## src/rtl/mutation_engine_if.sv

```systemverilog
// Handshake bundle between crossover, the mutation engine and
// fitness evaluation.
interface mutation_engine_if #(
  parameter int GENE_W    = 8,
  parameter int NUM_GENES = 4
);
  localparam int CHROM_W = GENE_W * NUM_GENES;
  localparam int CW      = $clog2(NUM_GENES + 1);

  logic               in_valid;
  logic               in_ready;
  logic [CHROM_W-1:0] crossover_gene;
  logic [7:0]         mutation_rate;
  logic               seed_load;
  logic [31:0]        seed;
  logic               out_valid;
  logic               out_ready;
  logic [CHROM_W-1:0] mutated_gene;
  logic [CW-1:0]      mutation_count;
  logic [15:0]        total_mutations;

  modport master (
    output in_valid, crossover_gene, mutation_rate,
    output seed_load, seed, out_ready,
    input  in_ready, out_valid, mutated_gene,
    input  mutation_count, total_mutations
  );

  modport slave (
    input  in_valid, crossover_gene, mutation_rate,
    input  seed_load, seed, out_ready,
    output in_ready, out_valid, mutated_gene,
    output mutation_count, total_mutations
  );
endinterface

```

## src/rtl/mutation_engine.sv

```systemverilog
// GA mutation stage: walks one gene per cycle and flips an
// LFSR-chosen bit when the LFSR roll is below the rate.
module mutation_engine #(
  parameter int          GENE_W    = 8,
  parameter int          NUM_GENES = 4,
  parameter logic [31:0] LFSR_SEED = 32'hACE12357
) (
  input logic              clk,
  input logic              rst,
  mutation_engine_if.slave bus
);
  localparam int CHROM_W = GENE_W * NUM_GENES;
  localparam int CW = $clog2(NUM_GENES + 1);
  localparam int BW = $clog2(GENE_W);
  localparam int IW =
    (NUM_GENES > 1) ? $clog2(NUM_GENES) : 1;
  localparam logic [31:0] MASK = 32'h80200003;

  typedef enum logic [1:0] {
    S_IDLE,
    S_MUTATE,
    S_DONE
  } state_e;

  state_e             state_q, state_d;
  logic [31:0]        lfsr_q, lfsr_d;
  logic [CHROM_W-1:0] work_q, work_d;
  logic [CHROM_W-1:0] mut_q, mut_d;
  logic [7:0]         rate_q, rate_d;
  logic [IW-1:0]      idx_q, idx_d;
  logic [CW-1:0]      cnt_q, cnt_d;
  logic [15:0]        tot_q, tot_d;

  logic [7:0]         roll;
  logic [BW-1:0]      bitsel;
  logic [GENE_W-1:0]  flip;
  logic               hit;
  logic               accept;

  function automatic logic [31:0] lfsr_next(
    input logic [31:0] l
  );
    return l[0] ? ((l >> 1) ^ MASK) : (l >> 1);
  endfunction

  assign roll   = lfsr_q[7:0];
  assign bitsel = lfsr_q[8 +: BW];
  assign flip   = GENE_W'(1) << bitsel;
  assign hit    = roll < rate_q;

  // Ready is masked by reset so nothing is offered mid-reset.
  assign bus.in_ready = rst && (state_q == S_IDLE)
                        && !bus.seed_load;
  assign accept = bus.in_valid && bus.in_ready;

  assign bus.out_valid       = (state_q == S_DONE);
  assign bus.mutated_gene    = mut_q;
  assign bus.mutation_count  = cnt_q;
  assign bus.total_mutations = tot_q;

  always_comb begin
    state_d = state_q;
    lfsr_d  = lfsr_q;
    work_d  = work_q;
    mut_d   = mut_q;
    rate_d  = rate_q;
    idx_d   = idx_q;
    cnt_d   = cnt_q;
    tot_d   = tot_q;
    unique case (state_q)
      S_IDLE: begin
        if (bus.seed_load) begin
          lfsr_d = (bus.seed == 32'd0) ? LFSR_SEED
                                       : bus.seed;
        end else if (accept) begin
          work_d  = bus.crossover_gene;
          rate_d  = bus.mutation_rate;
          idx_d   = '0;
          cnt_d   = '0;
          state_d = S_MUTATE;
        end
      end
      S_MUTATE: begin
        lfsr_d = lfsr_next(lfsr_q);
        if (hit) begin
          for (int g = 0; g < NUM_GENES; g++) begin
            if (int'(idx_q) == g) begin
              work_d[g*GENE_W +: GENE_W] =
                work_q[g*GENE_W +: GENE_W] ^ flip;
            end
          end
          cnt_d = cnt_q + CW'(1);
          if (tot_q != 16'hFFFF) begin
            tot_d = tot_q + 16'd1;
          end
        end
        idx_d = idx_q + IW'(1);
        if (idx_q == IW'(NUM_GENES - 1)) begin
          mut_d   = work_d;
          state_d = S_DONE;
        end
      end
      S_DONE: begin
        if (bus.out_ready) begin
          state_d = S_IDLE;
        end
      end
      default: state_d = S_IDLE;
    endcase
  end

  always_ff @(posedge clk) begin
    if (!rst) begin
      state_q <= S_IDLE;
      lfsr_q  <= LFSR_SEED;
      work_q  <= '0;
      mut_q   <= '0;
      rate_q  <= '0;
      idx_q   <= '0;
      cnt_q   <= '0;
      tot_q   <= '0;
    end else begin
      state_q <= state_d;
      lfsr_q  <= lfsr_d;
      work_q  <= work_d;
      mut_q   <= mut_d;
      rate_q  <= rate_d;
      idx_q   <= idx_d;
      cnt_q   <= cnt_d;
      tot_q   <= tot_d;
    end
  end
endmodule

```

## src/flat_wrapper.sv

```systemverilog
// flat-port wrapper written by rule: the top's interface ports become plain ports
module mutation_engine_flat 
#(
  parameter int          GENE_W    = 8,
  parameter int          NUM_GENES = 4,
  parameter logic [31:0] LFSR_SEED = 32'hACE12357
)
  (clk, rst, bus_in_valid, bus_crossover_gene, bus_mutation_rate, bus_seed_load, bus_seed, bus_out_ready, bus_in_ready, bus_out_valid, bus_mutated_gene, bus_mutation_count, bus_total_mutations);
  mutation_engine_if #(.GENE_W(GENE_W), .NUM_GENES(NUM_GENES)) bus_i ();
  input logic clk;
  input logic rst;
  input wire logic [$bits(bus_i.in_valid)-1:0] bus_in_valid;
  input wire logic [$bits(bus_i.crossover_gene)-1:0] bus_crossover_gene;
  input wire logic [$bits(bus_i.mutation_rate)-1:0] bus_mutation_rate;
  input wire logic [$bits(bus_i.seed_load)-1:0] bus_seed_load;
  input wire logic [$bits(bus_i.seed)-1:0] bus_seed;
  input wire logic [$bits(bus_i.out_ready)-1:0] bus_out_ready;
  output wire logic [$bits(bus_i.in_ready)-1:0] bus_in_ready;
  output wire logic [$bits(bus_i.out_valid)-1:0] bus_out_valid;
  output wire logic [$bits(bus_i.mutated_gene)-1:0] bus_mutated_gene;
  output wire logic [$bits(bus_i.mutation_count)-1:0] bus_mutation_count;
  output wire logic [$bits(bus_i.total_mutations)-1:0] bus_total_mutations;
  assign bus_i.in_valid = bus_in_valid;
  assign bus_i.crossover_gene = bus_crossover_gene;
  assign bus_i.mutation_rate = bus_mutation_rate;
  assign bus_i.seed_load = bus_seed_load;
  assign bus_i.seed = bus_seed;
  assign bus_i.out_ready = bus_out_ready;
  assign bus_in_ready = bus_i.in_ready;
  assign bus_out_valid = bus_i.out_valid;
  assign bus_mutated_gene = bus_i.mutated_gene;
  assign bus_mutation_count = bus_i.mutation_count;
  assign bus_total_mutations = bus_i.total_mutations;
  mutation_engine #(.GENE_W(GENE_W), .NUM_GENES(NUM_GENES), .LFSR_SEED(LFSR_SEED)) u_core (.clk(clk), .rst(rst), .bus(bus_i));
endmodule
```

## config.mk

```make
export PLATFORM = sky130hd
export DESIGN_NAME = mutation_engine_flat
export DESIGN_NICKNAME = d
export VERILOG_FILES = /design/src/rtl/mutation_engine_if.sv /design/src/rtl/mutation_engine.sv /design/src/flat_wrapper.sv
export SDC_FILE = /design/constraint.sdc
export NUM_CORES = 1
export LEC_CHECK = 0
export ABC_AREA = 1
export BUFFER_PORTS_ARGS = -buffer_cell sky130_fd_sc_hd__buf_2
export CELL_PAD_IN_SITES_DETAIL_PLACEMENT = 0
export CELL_PAD_IN_SITES_GLOBAL_PLACEMENT = 1
export CORE_ASPECT_RATIO = 0.7
export CORE_MARGIN = 5
export CORE_UTILIZATION = 35
export DETAILED_ROUTE_END_ITERATION = 10
export HOLD_SLACK_MARGIN = 0.06
export PLACE_DENSITY_LB_ADDON = 0.1
export SLEW_MARGIN = 20
export SYNTH_ARGS = -nofsm -noshare
export SYNTH_HDL_FRONTEND = slang
export SYNTH_SLANG_ARGS = --single-unit
```

## constraint.sdc

```tcl
create_clock -name clk -period 1.81 [get_ports clk]
set_clock_uncertainty 0.05 [all_clocks]
set_input_delay 0.181 -clock clk [delete_from_list [all_inputs] [get_ports clk]]
set_output_delay 0.181 -clock clk [all_outputs]
set_load 0.005 [all_outputs]
```

; ---- After elaboration in Yosys (flattened, before gate mapping)
; Index checks and enable logic that the tools add are counted.
; W data, S select, Z words.
[totals]
wordCells = 71
output_inout_bits = 53
reg_bits = 127
[op_classes]
n_bitwise = 6
eq_ne = 13
n_mux = 24
reduce_logical = 15
n_shift = 1
add_sub_neg = 3
order_cmp = 1
[ops]
columns = cell, n
row1 = $mux W32, 6
row2 = $pmux W32 S2, 2
row3 = $logic_not A32 Y1, 1
row4 = $mux W8, 4
row5 = $xor A8 B8 Y8, 4
row6 = $add A16 B1 Y16 const B, 1
row7 = $ne A16 B16 Y1 const B, 1
row8 = $mux W2, 6
row9 = $mux W3, 3
row10 = $reduce_and A3 Y1, 3
row11 = $eq A2 B2 Y1 const B, 4
row12 = $lt A8 B8 Y1, 1
row13 = $reduce_and A4 Y1, 2
row14 = $shl A1 B3 Y8 const A, 1
row15 = $ne A2 B1 Y1 const B, 3
row16 = $ne A2 B2 Y1 const B, 3
row17 = $pmux W2 S3, 1
row18 = $pmux W3 S2, 1
row19 = $eq A2 B1 Y1 const B, 2
row20 = $logic_not A2 Y1, 2
row21 = $not A3 Y4, 1
row22 = $pmux W2 S2, 1
row23 = $reduce_and A2 Y1, 2
row24 = $add A3 B1 Y3 const B, 1
row25 = 5 further kinds, 7

; ---- Longest topological paths before layout
[depth]
word_depth = 7
depth_mapped = 16
depth_no_buf = 13

; ---- Least setup slack after synthesis
; OpenSTA, ideal clock, no wires.
[synth_path]
path_kind = register -> register
start = register u_core.rate_q[7]
end = register u_core.tot_q[10], in the netlist u_core.bus.total_mutations[10]
t_arrival_ns = 1.695
path_stages_with_launch = 11
setup_ns = 0.070
synth_period_minus_slack_ns = 1.815
n_path_buf = 1
slack_ns = -0.005
cell_sequence = dfxtp_1 > inv_1 > ha_1 > nand2_1 > inv_1 > nand2_1 > nand3_1 > a21oi_1 > buf_2 > nand3_1 > a21oi_1
[synth_between]
elab_chain_cells = 2
[synth_lines]
columns = item, line
row1 = start: declaration, mutation_engine.sv:29  ; logic [7:0] rate_q, rate_d;
row2 = start signal: assignment, mutation_engine.sv:127  ; rate_q <= rate_d;
row3 = $lt A8 B8 Y1, mutation_engine.sv:49  ; assign hit = roll < rate_q;
row4 = $reduce_and A3 Y1 (no source line), -
row5 = end signal: assignment, mutation_engine.sv:130  ; tot_q <= tot_d;
row6 = end: declaration, mutation_engine.sv:32  ; logic [15:0] tot_q, tot_d;
; Every way passes these cells.
; A chain may end at the register's enable or synchronous reset.

; ---- Worst setup path in the final report
[layout_path]
start = register u_core.rate_q[6]
end = register u_core.tot_q[5], in the netlist u_core.bus.total_mutations[5]
; Same word-level chain as after synthesis.

==> impl_results.md <==
* Outcome: finished clean
* 1st-iter DRT viols at 396
* Top-Level Pins at 130
* Minimum clock period at 1.809 ns
* Fillers at 1955
* Finish-stage setup viols at 0
* Via density at 4.805
* Total gr overflow at 0
* R2r setup slk at 0.001 ns
* Root Driver: clkbuf_16
* Setup ws final at 0.001217 ns
* Ys Warns at 0
* Leak at 4.487 nW
* Post-Syn Area per Cell at 6.547 sq um
* DR pass1 iterations at 5
* Synth Net Count at 1148
* Yosys top cell area share at 36.71%
* CTS buffer count at 17
* Number of diodes at 0
* Clk_lat worst skew at 0.42 ns
* H-tree Lvls at 4
* Post-Syn Instances at 1058
* Slew @ Worst Pin at 0.4511 ns
* Pre-CTS worst setup slack at -0.06034 ns
* Worst reg2reg path depth at 11
* All-Layer GR Usage at 19.22%
* Max-slew violation count at 0
* Type of the worst min-delay path: primary input to flip-flop
* CP required at 2.11 ns
* Routed len/inst at 14.57 microns
* Vias in the first global route at 7013
* Die H at 127.7 microns
* PwrDens at 856.9 nW/um^2
* Synthesized area at 6927 sq um
* Layout cells sized above 1 at 26.62%
* Final period utilization at 99.93%
* Clk buf depth at 2
* CP max FO at 9
* Area delta synth->final at 47.27%
* Crit start category: flip-flop
* Die width at 178.1 microns
* Rel. slew slack at 69.93%
* Die area at 22750 sq um
* Vias at 7525
* Critical path class: flip-flop to flip-flop
* DRC viols at 0
* Clock slew at reported path FFs at 0.07 ns
* Initial antenna violation count at 0
* Hold path depth at 3
* Initial core utilization at 35.27%
* Nets at 1373
* Row count at 43
* Routed wire length at 22.81 mm
* CP arrival at 2.11 ns
* CTS tree: yes
* Routability cong. at 0.7879
* Most frequent cells in the layout: nand2_1 (295), buf_2 (129), dfxtp_1 (117)
* Post-synth cell types at 31
* First-pass GRT wire length at 35.47 mm
* Post-route ant nets at 0
* Clock tree sinks at 127
* Cell taking the most area after synthesis: dfxtp_1
* Number of port buffers at 129
* Critical path capture point type: flip-flop
* Yosys reg bits at 127
* Max cap viols at 0
* Max Freq at 552.9 MHz
* Placeable Area at 19640 sq um
* Hold Slack at 0.07426 ns
* RSZ-0062 raised after global routing: true
* Largest net degree at the start of global routing at 102
* Most common cell after layout, fill and taps aside: nand2_1
* Final hold viol count at 0
* Synth top area cells: dfxtp_1 (37%), nand2_1 (17%), nand3_1 (7.0%), o21ai_0 (6.9%), inv_1 (5.6%)
* Maximum VDD drop at 553.1 uV
* Hpwl dp at 14.61 mm
* Sequential-to-total area share from yosys stat at 36.71%
-- per-stage QoR --
step	setup TNS, ns	cells	utilization (%)	cell area [sq um]	total power [mW]
CTS	-0.1042	1551	48.57	9538	8.485
floorplan	0	1058	-	6930	3.746
detailed placement	-0.1427	1456	41.74	8197	4.204
global placement	-0.03098	1456	41.74	8197	4.208
global route	-2.561	1566	51.95	10200	9.128
finish	0	1566	51.95	10200	8.741
-- path summary, 6_finish.rpt --
path                                        startpoint                            end
worst max-delay path                  u_core.rate_q[6]  u_core.bus.total_mutations[5]
worst min-delay path            bus_crossover_gene[17]              u_core.work_q[17]
worst min register to register        u_core.rate_q[0]               u_core.rate_q[0]
worst max register to register        u_core.rate_q[6]  u_core.bus.total_mutations[5]
-- flip-flops by register name, indices dropped and copies added, names as in the netlist --
register                    count
u_core.idx_q                    2
u_core.lfsr_q                  32
u_core.bus.total_mutations     16
u_core.bus.mutation_count       3
u_core.bus.mutated_gene        32
u_core.work_q                  32
u_core.state_q                  2
u_core.rate_q                   8
-- worst max-delay path, stage by stage (launching register included) --
cell	delay [ns]
dfxtp_1	0.32
inv_2	0.05
ha_4	0.26
nand2_4	0.05
buf_6	0.11
nor2_4	0.15
nand2_8	0.14
buf_6	0.16
nand3_4	0.11
clkbuf_16	0.17
nand2_1	0.05
a21oi_1	0.13
-- metal layers --
layer | part of all wire, % | up-vias | wire (microns) | GRT usage, %
met2 | 43 | 168 | 9829 | 29.08
met3 | 4.7 | 10 | 1083 | 3.980
met5 | 0 | - | 0 | 0
met1 | 52 | 3453 | 11770 | 28.12
li1 | - | 3894 | - | -
met4 | 0.55 | 0 | 125 | 4.455
-- cell usage after synthesis --
cell	n
xnor2_1	10
nor3_1	11
nor2_4	1
nand2_2	2
o31ai_1	3
xor2_1	6
a31oi_1	2
nand3_2	1
inv_1	103
buf_4	9
a21oi_1	77
a22oi_1	13
nand4_1	14
o211ai_1	1
nor4_4	1
clkbuf_1	32
nor2_8	1
dfxtp_1	127
nand3_1	97
buf_2	12
buf_6	4
ha_1	13
o21a_1	25
nand3b_1	2
o21ai_0	96
nand2_1	311
buf_1	6
nor2_1	70
nor2_2	2
inv_2	4
o21ai_1	2
-- layout make-up --
| type | instances | area, sq um | area share [%] |
|---|---|---|---|
| Multi-Input combinational cell | 761 | 4073 | 39.92 |
| Sequential cell | 127 | 2557 | 25.07 |
| Timing Repair Buffer | 269 | 2128 | 20.86 |
| Clock buffer | 19 | 442.9 | 4.342 |
| Inverter | 107 | 404.1 | 3.962 |
| Tap cell | 270 | 337.8 | 3.312 |
| Clock inverter | 13 | 257.7 | 2.527 |
-- report_power, final --
group / total, mW / switching (mW) / internal, mW
logic: 1.55 / 0.851 / 0.694
clock network: 4.14 / 1.37 / 2.77
registers: 3.05 / 0.105 / 2.95
total: 8.74 / 2.33 / 6.41
-- repair_timing --
action	4_1_cts	5_1_grt
resized for setup	3	116
cloned	0	10
hold buffers	63	0
buffers inserted	0	5
endpoints found under the hold margin	62	0
endpoints found under the setup margin	27	84
pin swaps	1	27
-- kinds of logic (layout without fill, tap and decap cells) --
logic type                 after synthesis  in the layout  synth area share (%)
DFF                                    127            127                 36.71
AOI/OAI and AO/OA                      219            219                 17.38
xor gates and xnor gates                16             16                 2.023
buffers and inverters                  170            408                 10.35
and+or+nand+nor                        513            513                 31.20
adders and majority gates               13             13                 2.348
No activity file was read; power rests on OpenSTA's default activity.
